[src/rtl/stopwatch_ctrl.sv]
// Stopwatch control FSM (RUN/PAUSE/ADJUST) with MM:SS BCD time-keeping
// and adjust-mode blink enables for the 7-segment driver.
module stopwatch_ctrl #(
   parameter int MAX_MIN_TENS = 5,
   parameter int MAX_SEC_TENS = 5
) (
   input  logic       src_clk,
   input  logic       src_rst,
   input  logic       pause_btn,
   input  logic       clr_btn,
   input  logic       adj,
   input  logic       sel,
   input  logic       tick_1hz,
   input  logic       tick_2hz,
   output logic [3:0] min_tens,
   output logic [3:0] min_ones,
   output logic [3:0] sec_tens,
   output logic [3:0] sec_ones,
   output logic       running,
   output logic       blank_min,
   output logic       blank_sec
);

   localparam logic [3:0] MIN_TMAX = 4'(MAX_MIN_TENS);
   localparam logic [3:0] SEC_TMAX = 4'(MAX_SEC_TENS);

   typedef enum logic [1:0] {
      ST_PAUSE  = 2'd0,
      ST_RUN    = 2'd1,
      ST_ADJUST = 2'd2
   } state_t;

   state_t     state, state_n;
   logic       phase, phase_n;
   logic [3:0] min_tens_n, min_ones_n, sec_tens_n, sec_ones_n;

   // Incremented forms of each field; the wrap flags double as carries.
   logic       sec_wrap, min_wrap;
   logic [3:0] sec_tens_inc, sec_ones_inc, min_tens_inc, min_ones_inc;

   always_comb begin
      sec_wrap     = (sec_tens == SEC_TMAX) && (sec_ones == 4'd9);
      min_wrap     = (min_tens == MIN_TMAX) && (min_ones == 4'd9);
      sec_ones_inc = (sec_ones == 4'd9) ? 4'd0 : sec_ones + 4'd1;
      sec_tens_inc = (sec_ones != 4'd9) ? sec_tens :
                     (sec_wrap ? 4'd0 : sec_tens + 4'd1);
      min_ones_inc = (min_ones == 4'd9) ? 4'd0 : min_ones + 4'd1;
      min_tens_inc = (min_ones != 4'd9) ? min_tens :
                     (min_wrap ? 4'd0 : min_tens + 4'd1);
   end

   always_comb begin
      state_n = state;
      case (state)
         ST_RUN: begin
            if (adj)            state_n = ST_ADJUST;
            else if (pause_btn) state_n = ST_PAUSE;
         end
         ST_PAUSE: begin
            if (adj)            state_n = ST_ADJUST;
            else if (pause_btn) state_n = ST_RUN;
         end
         ST_ADJUST: begin
            if (!adj)           state_n = ST_PAUSE;
         end
         default:               state_n = ST_PAUSE;
      endcase
   end

   // Phase only runs while staying in ADJUST, so entry and exit both clear it.
   always_comb begin
      phase_n = 1'b0;
      if (state == ST_ADJUST && state_n == ST_ADJUST)
         phase_n = phase ^ tick_2hz;
   end

   // Counting keys off the current state, so a tick on the RUN->PAUSE edge still counts.
   always_comb begin
      min_tens_n = min_tens;
      min_ones_n = min_ones;
      sec_tens_n = sec_tens;
      sec_ones_n = sec_ones;
      if (clr_btn) begin
         min_tens_n = 4'd0;
         min_ones_n = 4'd0;
         sec_tens_n = 4'd0;
         sec_ones_n = 4'd0;
      end else if (state == ST_RUN && tick_1hz) begin
         sec_tens_n = sec_tens_inc;
         sec_ones_n = sec_ones_inc;
         if (sec_wrap) begin
            min_tens_n = min_tens_inc;
            min_ones_n = min_ones_inc;
         end
      end else if (state == ST_ADJUST && tick_2hz) begin
         if (sel) begin
            sec_tens_n = sec_tens_inc;
            sec_ones_n = sec_ones_inc;
         end else begin
            min_tens_n = min_tens_inc;
            min_ones_n = min_ones_inc;
         end
      end
   end

   always_ff @(posedge src_clk) begin
      if (src_rst) begin
         state     <= ST_PAUSE;
         phase     <= 1'b0;
         min_tens  <= 4'd0;
         min_ones  <= 4'd0;
         sec_tens  <= 4'd0;
         sec_ones  <= 4'd0;
         running   <= 1'b0;
         blank_min <= 1'b0;
         blank_sec <= 1'b0;
      end else begin
         state     <= state_n;
         phase     <= phase_n;
         min_tens  <= min_tens_n;
         min_ones  <= min_ones_n;
         sec_tens  <= sec_tens_n;
         sec_ones  <= sec_ones_n;
         running   <= (state_n == ST_RUN);
         blank_min <= (state_n == ST_ADJUST) & ~sel & phase_n;
         blank_sec <= (state_n == ST_ADJUST) &  sel & phase_n;
      end
   end

endmodule

[config.mk]
export PLATFORM = sky130hd
export DESIGN_NAME = stopwatch_ctrl
export DESIGN_NICKNAME = d
export VERILOG_FILES = /design/src/rtl/stopwatch_ctrl.sv
export SDC_FILE = /design/constraint.sdc
export NUM_CORES = 1
export LEC_CHECK = 0
export BUFFER_PORTS_ARGS = -buffer_cell sky130_fd_sc_hd__buf_4
export CAP_MARGIN = 20
export CORE_MARGIN = 2
export CORE_UTILIZATION = 30
export CTS_CLUSTER_DIAMETER = 80
export CTS_CLUSTER_SIZE = 28
export DETAILED_ROUTE_END_ITERATION = 10
export SYNTH_ARGS = -nofsm -noshare
export SYNTH_HDL_FRONTEND = slang
export SYNTH_SLANG_ARGS = --single-unit
[constraint.sdc]
create_clock -name src_clk -period 3.7 [get_ports src_clk]
set_input_delay 0.37 -clock src_clk [delete_from_list [all_inputs] [get_ports src_clk]]
set_output_delay 0.37 -clock src_clk [all_outputs]
set_load 0.01 [all_outputs]
# ---- Yosys cells after proc, flatten, opt, wreduce, memory -nomap -nowiden
# Cells that the tools add are included.
dict set report totals {
  wordCells 69
  input_bits 8
  out_inout_bits 19
  regBits 22
}
dict set report classes {
  n_bitwise 6
  reduce_logical 11
  mux 27
  add_sub_neg 4
  n_eq_ne 12
}
# cell count
set op_table {}
lappend op_table {{4-bit two-way mux} 20}
lappend op_table {{4-bit by 1-bit adder with 4-bit output, second input constant} 4}
lappend op_table {{2-bit two-way mux} 5}
lappend op_table {{4-bit by 3-bit == test with 1-bit output, second input constant} 2}
lappend op_table {{4-bit == test, second input constant} 2}
lappend op_table {{4-bit != test, second input constant} 2}
lappend op_table {{2-bit case mux with 3 select lines} 1}
lappend op_table {{1-bit logical AND} 5}
lappend op_table {{1-bit bitwise AND} 4}
lappend op_table {{2-bit by 1-bit == test with 1-bit output, second input constant} 2}
lappend op_table {{2-bit == test, second input constant} 2}
lappend op_table {{2-bit nonzero test} 2}
lappend op_table {{3-bit AND reduction} 1}
lappend op_table {{2-bit logical NOT} 1}
lappend op_table {{2-bit by 1-bit != test with 1-bit output, second input constant} 1}
lappend op_table {{2-bit != test, second input constant} 1}
lappend op_table {{2-bit AND reduction} 1}
lappend op_table {{2-bit OR reduction} 1}
lappend op_table {{1-bit two-way mux} 1}
lappend op_table {{1-bit inverter} 1}
lappend op_table {{1-bit XOR} 1}

# ---- Logic depth before layout (Yosys ltp)
dict set report depth {
  ltp_word 7
  mapped_depth 6
}

# ---- Least setup slack after synthesis
# Ideal clock, no wire load.
dict set report synth_timing {
  path_type {register to register}
  from {register sec_tens[0]}
  to {register min_tens[3]}
  path_stages_with_launch 6
  period_less_slack_ns 1.634
  path_buffers 0
  slack_ns 2.066
  required_ns 3.629
  arrival_ns 1.563
  cell_sequence {dfxtp_1 ha_1 and3b_2 a31oi_4 or4b_1 a21oi_1}
}
dict set report synth_via {
  elab_chain_len 4
}
# element line
set synth_lines {}
lappend synth_lines {{start, declared} 17} ;# output logic [3:0] sec_tens,
lappend synth_lines {{start signal, assigned} 122} ;# sec_tens <= sec_tens_n;
lappend synth_lines {{4-bit by 3-bit == test with 1-bit output} 42} ;# sec_wrap = (sec_tens == SEC_TMAX) && (sec_ones == 4'd9);
lappend synth_lines {{1-bit logical AND} 42}
lappend synth_lines {{2-bit != test (no source line)} -}
lappend synth_lines {{3-bit AND reduction (no source line)} -}
lappend synth_lines {{end signal, assigned} 120} ;# min_tens <= min_tens_n;
lappend synth_lines {{end, declared} 15} ;# output logic [3:0] min_tens,
# Every way passes these cells.
# A chain may end at the register's enable or synchronous reset.

# ---- Worst setup path in the final report
dict set report layout_timing {
  from {register state[0]}
  to {register min_tens[3]}
}
dict set report layout_via {
  elab_chain_len 4
  elab_cells_between_ends 9
}
# element line
set layout_lines {}
lappend layout_lines {{start, declared} 33} ;# state_t state, state_n;
lappend layout_lines {{start signal, assigned} 118} ;# state <= state_n;
lappend layout_lines {{2-bit by 1-bit == test with 1-bit output or 2-bit == test (tied branches)} {88, 95}}
lappend layout_lines {{1-bit logical AND (on tied branches)} {88, 95}}
lappend layout_lines {{2-bit != test (no source line), or another cell as far along} -}
lappend layout_lines {{3-bit AND reduction (no source line)} -}
# Parallel ways exist; a longest one is shown, timed or not.

==> flow_metrics.env <==
export IMPL_drive_above_1_share_pct=24.32
export IMPL_post_cts_buffers=0
export IMPL_fin_util_pct=38.95
export IMPL_grt_overflow=0
export IMPL_wl_per_cell_microns=12.76
export IMPL_synth_top_area_share_pct=39.07
export IMPL_cp_slowest_cell="or4b_1"
export IMPL_skew_ps=4.859
export IMPL_ctsHoldBuffers=0
export IMPL_grt_pass1_vias=932
export IMPL_yosys_warnings=0
export IMPL_period_share_pct=47.98
export IMPL_rows=22
export IMPL_final_common_cell="buf_4"
export IMPL_hold_ws_ps=277.2
export IMPL_synth_area_leaders="dfxtp_1 39%, nor2_1 4.7%, ha_1 4.4%"
export IMPL_track_usage_pct=12.73
export IMPL_place_inst=192
export IMPL_syn_cell_area_sq_um=1127
export IMPL_htreeDepth=1
export IMPL_arrival_ps=1970
export IMPL_die_w_microns=65.30
export IMPL_tightest_slew_ps=471.1
export IMPL_drtAntennaViolNets=0
export IMPL_design_die_area_sq_um=4264
export IMPL_fp_dieH_microns=65.30
export IMPL_pin_count=27
export IMPL_clk_pin_slew_ps=80
export IMPL_end_kind="flop"
export IMPL_initial_utilization_pct=31.03
export IMPL_powerDensity_nw_per_um2=309.6
export IMPL_grt_max_degree=13
export IMPL_final_nets=161
export IMPL_slew_viol_final=0
export IMPL_viasPerCell=5.005
export IMPL_syn_area_per_cell_sq_um=9.240
export IMPL_max_stage_delay_ps=530
export IMPL_drc_errors=0
export IMPL_fmaxAchievable_mhz=563.4
export IMPL_outcome="finished, final reports clean"
export IMPL_tns_ps=0
export IMPL_hold_class="in -> reg"
export IMPL_grt_pass1_wl_mm=4.271
export IMPL_first_pass_iters=6
export IMPL_rsz0062_at_grt="false"
export IMPL_antenna_cells=0
export IMPL_area_delta_synth_final_pct=25.53
export IMPL_cts_repair_resize_count=0
export IMPL_tritoncts="yes"
export IMPL_final_cell_mix="26 x buf_4, 22 x dfxtp_1, 14 x nor2_1, 8 x a21oi_1, 6 x nor2b_1"
export IMPL_setup_viol=0
export IMPL_cts_sinks=22
export IMPL_synthCells=122
export IMPL_fin_ws_ps=1925
export IMPL_syn_num_nets=134
export IMPL_crit_chain="and3b_1, a31oi_4, or4b_1, a21oi_1"
export IMPL_seq_area_frac_synth_pct=39.07
export IMPL_max_slew_margin_rel_pct=68.26
export IMPL_startpoint_type="flop"
export IMPL_dp_hpwl_mm=1.933
export IMPL_drtIter0Drc=58
export IMPL_fin_crit_ps=1775
export IMPL_synthDistinctLibCells=44
export IMPL_cts_buffers=3
export IMPL_insertion_delay_ps=260
export IMPL_p_leak_nw=0.5424
export IMPL_io_buffers=26
export IMPL_synth_largest_area_cell="dfxtp_1"
export IMPL_ys_seq_elements=22
export IMPL_root_buffer="clkbuf_8"
export IMPL_cp_max_fo=9
export IMPL_dp_slack_ps=1968
export IMPL_num_vias=981
export IMPL_gp_congestion=0.8272
export IMPL_finalHoldViolations=0
export IMPL_layout_cells_non_filler=196
export IMPL_ir_drop_mv=0.1599
export IMPL_antenna_found_initial=0
export IMPL_coreArea_sq_um=3633
export IMPL_drv_cap=0
export IMPL_clockBufferDepth=2
export IMPL_drt_wl_total_mm=2.500
export IMPL_worst_ep_required_time_ps=3900
export IMPL_crit_type="reg -> reg"
==> stage by stage <==
step / cell area [sq um] / total power (W)
final: 1415 / 0.0004381
after global routing: 1415 / 0.0004594
after CTS: 1415 / 0.0004463
after detailed placement: 1360 / 0.0002715
after global placement: 1360 / 0.0002713
after floorplan: 1127 / 0.0002604
==> final cells by class <==
cell class,count,area [sq um]
Fill cell,376,2218
Timing Repair Buffer,26,195.2
Tap cell,48,60.06
Sequential cell,22,440.4
Clock buffer,4,55.05
Inverter,5,18.77
Multi-Input combinational cell,91,645.6
==> cell families after synthesis <==
logic type	share of synthesized area, %
AO/OA/AOI/OAI	17.65
multiplexers	0.8879
adder cells (fa/ha/maj)	4.440
buffers and inverters	3.662
XOR/XNOR	5.439
flip-flops	39.07
AND/OR/NAND/NOR	28.86
==> worst paths after layout <==
check,startpoint,endpoint,slack [ps],depth (start not counted)
max,state[0],min_tens[3],1920,4
min,adj,state[0],280,2
max reg2reg,state[0],min_tens[3],1920,4
min reg2reg,min_tens[2],min_tens[2],540,2
==> critical path, delay by kind of cell (launching register included) <==
kind / cells / cell delay (ps)
and+or+nand+nor: 2 / 900
DFF: 1 / 460
AOI/OAI and AO/OA: 2 / 350
==> routing by layer <==
layer,global-route usage (%),part of all wire (%),vias up
met5,0,0,-
met4,3.906,0.56,0
met3,3.767,4.4,2
met2,21.05,48,19
met1,15.91,47,455
li1,-,-,505
==> synthesized netlist by cell type, drive strengths merged <==
library cell	n
dfxtp	22
nor2	14
a21oi	8
nor2b	6
xnor2	5
ha	4
inv	4
nand4	4
o21ai	4
a31oi	3
and3b	3
nand2	3
o211ai	3
o31ai	3
a211oi	2
and4bb	2
buf	2
clkbuf	2
nand2b	2
nand4bb	2
nor3	2
nor4	2
xor2	2
a31o	1
a41o	1
a41oi	1
and2	1
and2b	1
and4b	1
clkinv	1
mux2i	1
nand3	1
nand3b	1
nand4b	1
nor3b	1
nor4b	1
o311ai	1
o41ai	1
or2	1
or4	1
or4b	1
==> sequential cells by signal, indices dropped and copies added, names as in the netlist <==
name / cells
min_ones: 4
running: 1
blank_sec: 1
sec_tens: 4
phase: 1
blank_min: 1
state: 2
min_tens: 4
sec_ones: 4
==> power breakdown <==
group / internal, W / total (W) / switching (W)
sequential: 0.000239 / 0.000242 / 0.00000316
combinational: 0.0000119 / 0.0000238 / 0.0000119
clock: 0.0000948 / 0.000172 / 0.0000774
Note: power is estimated with default switching activity, not from simulation.
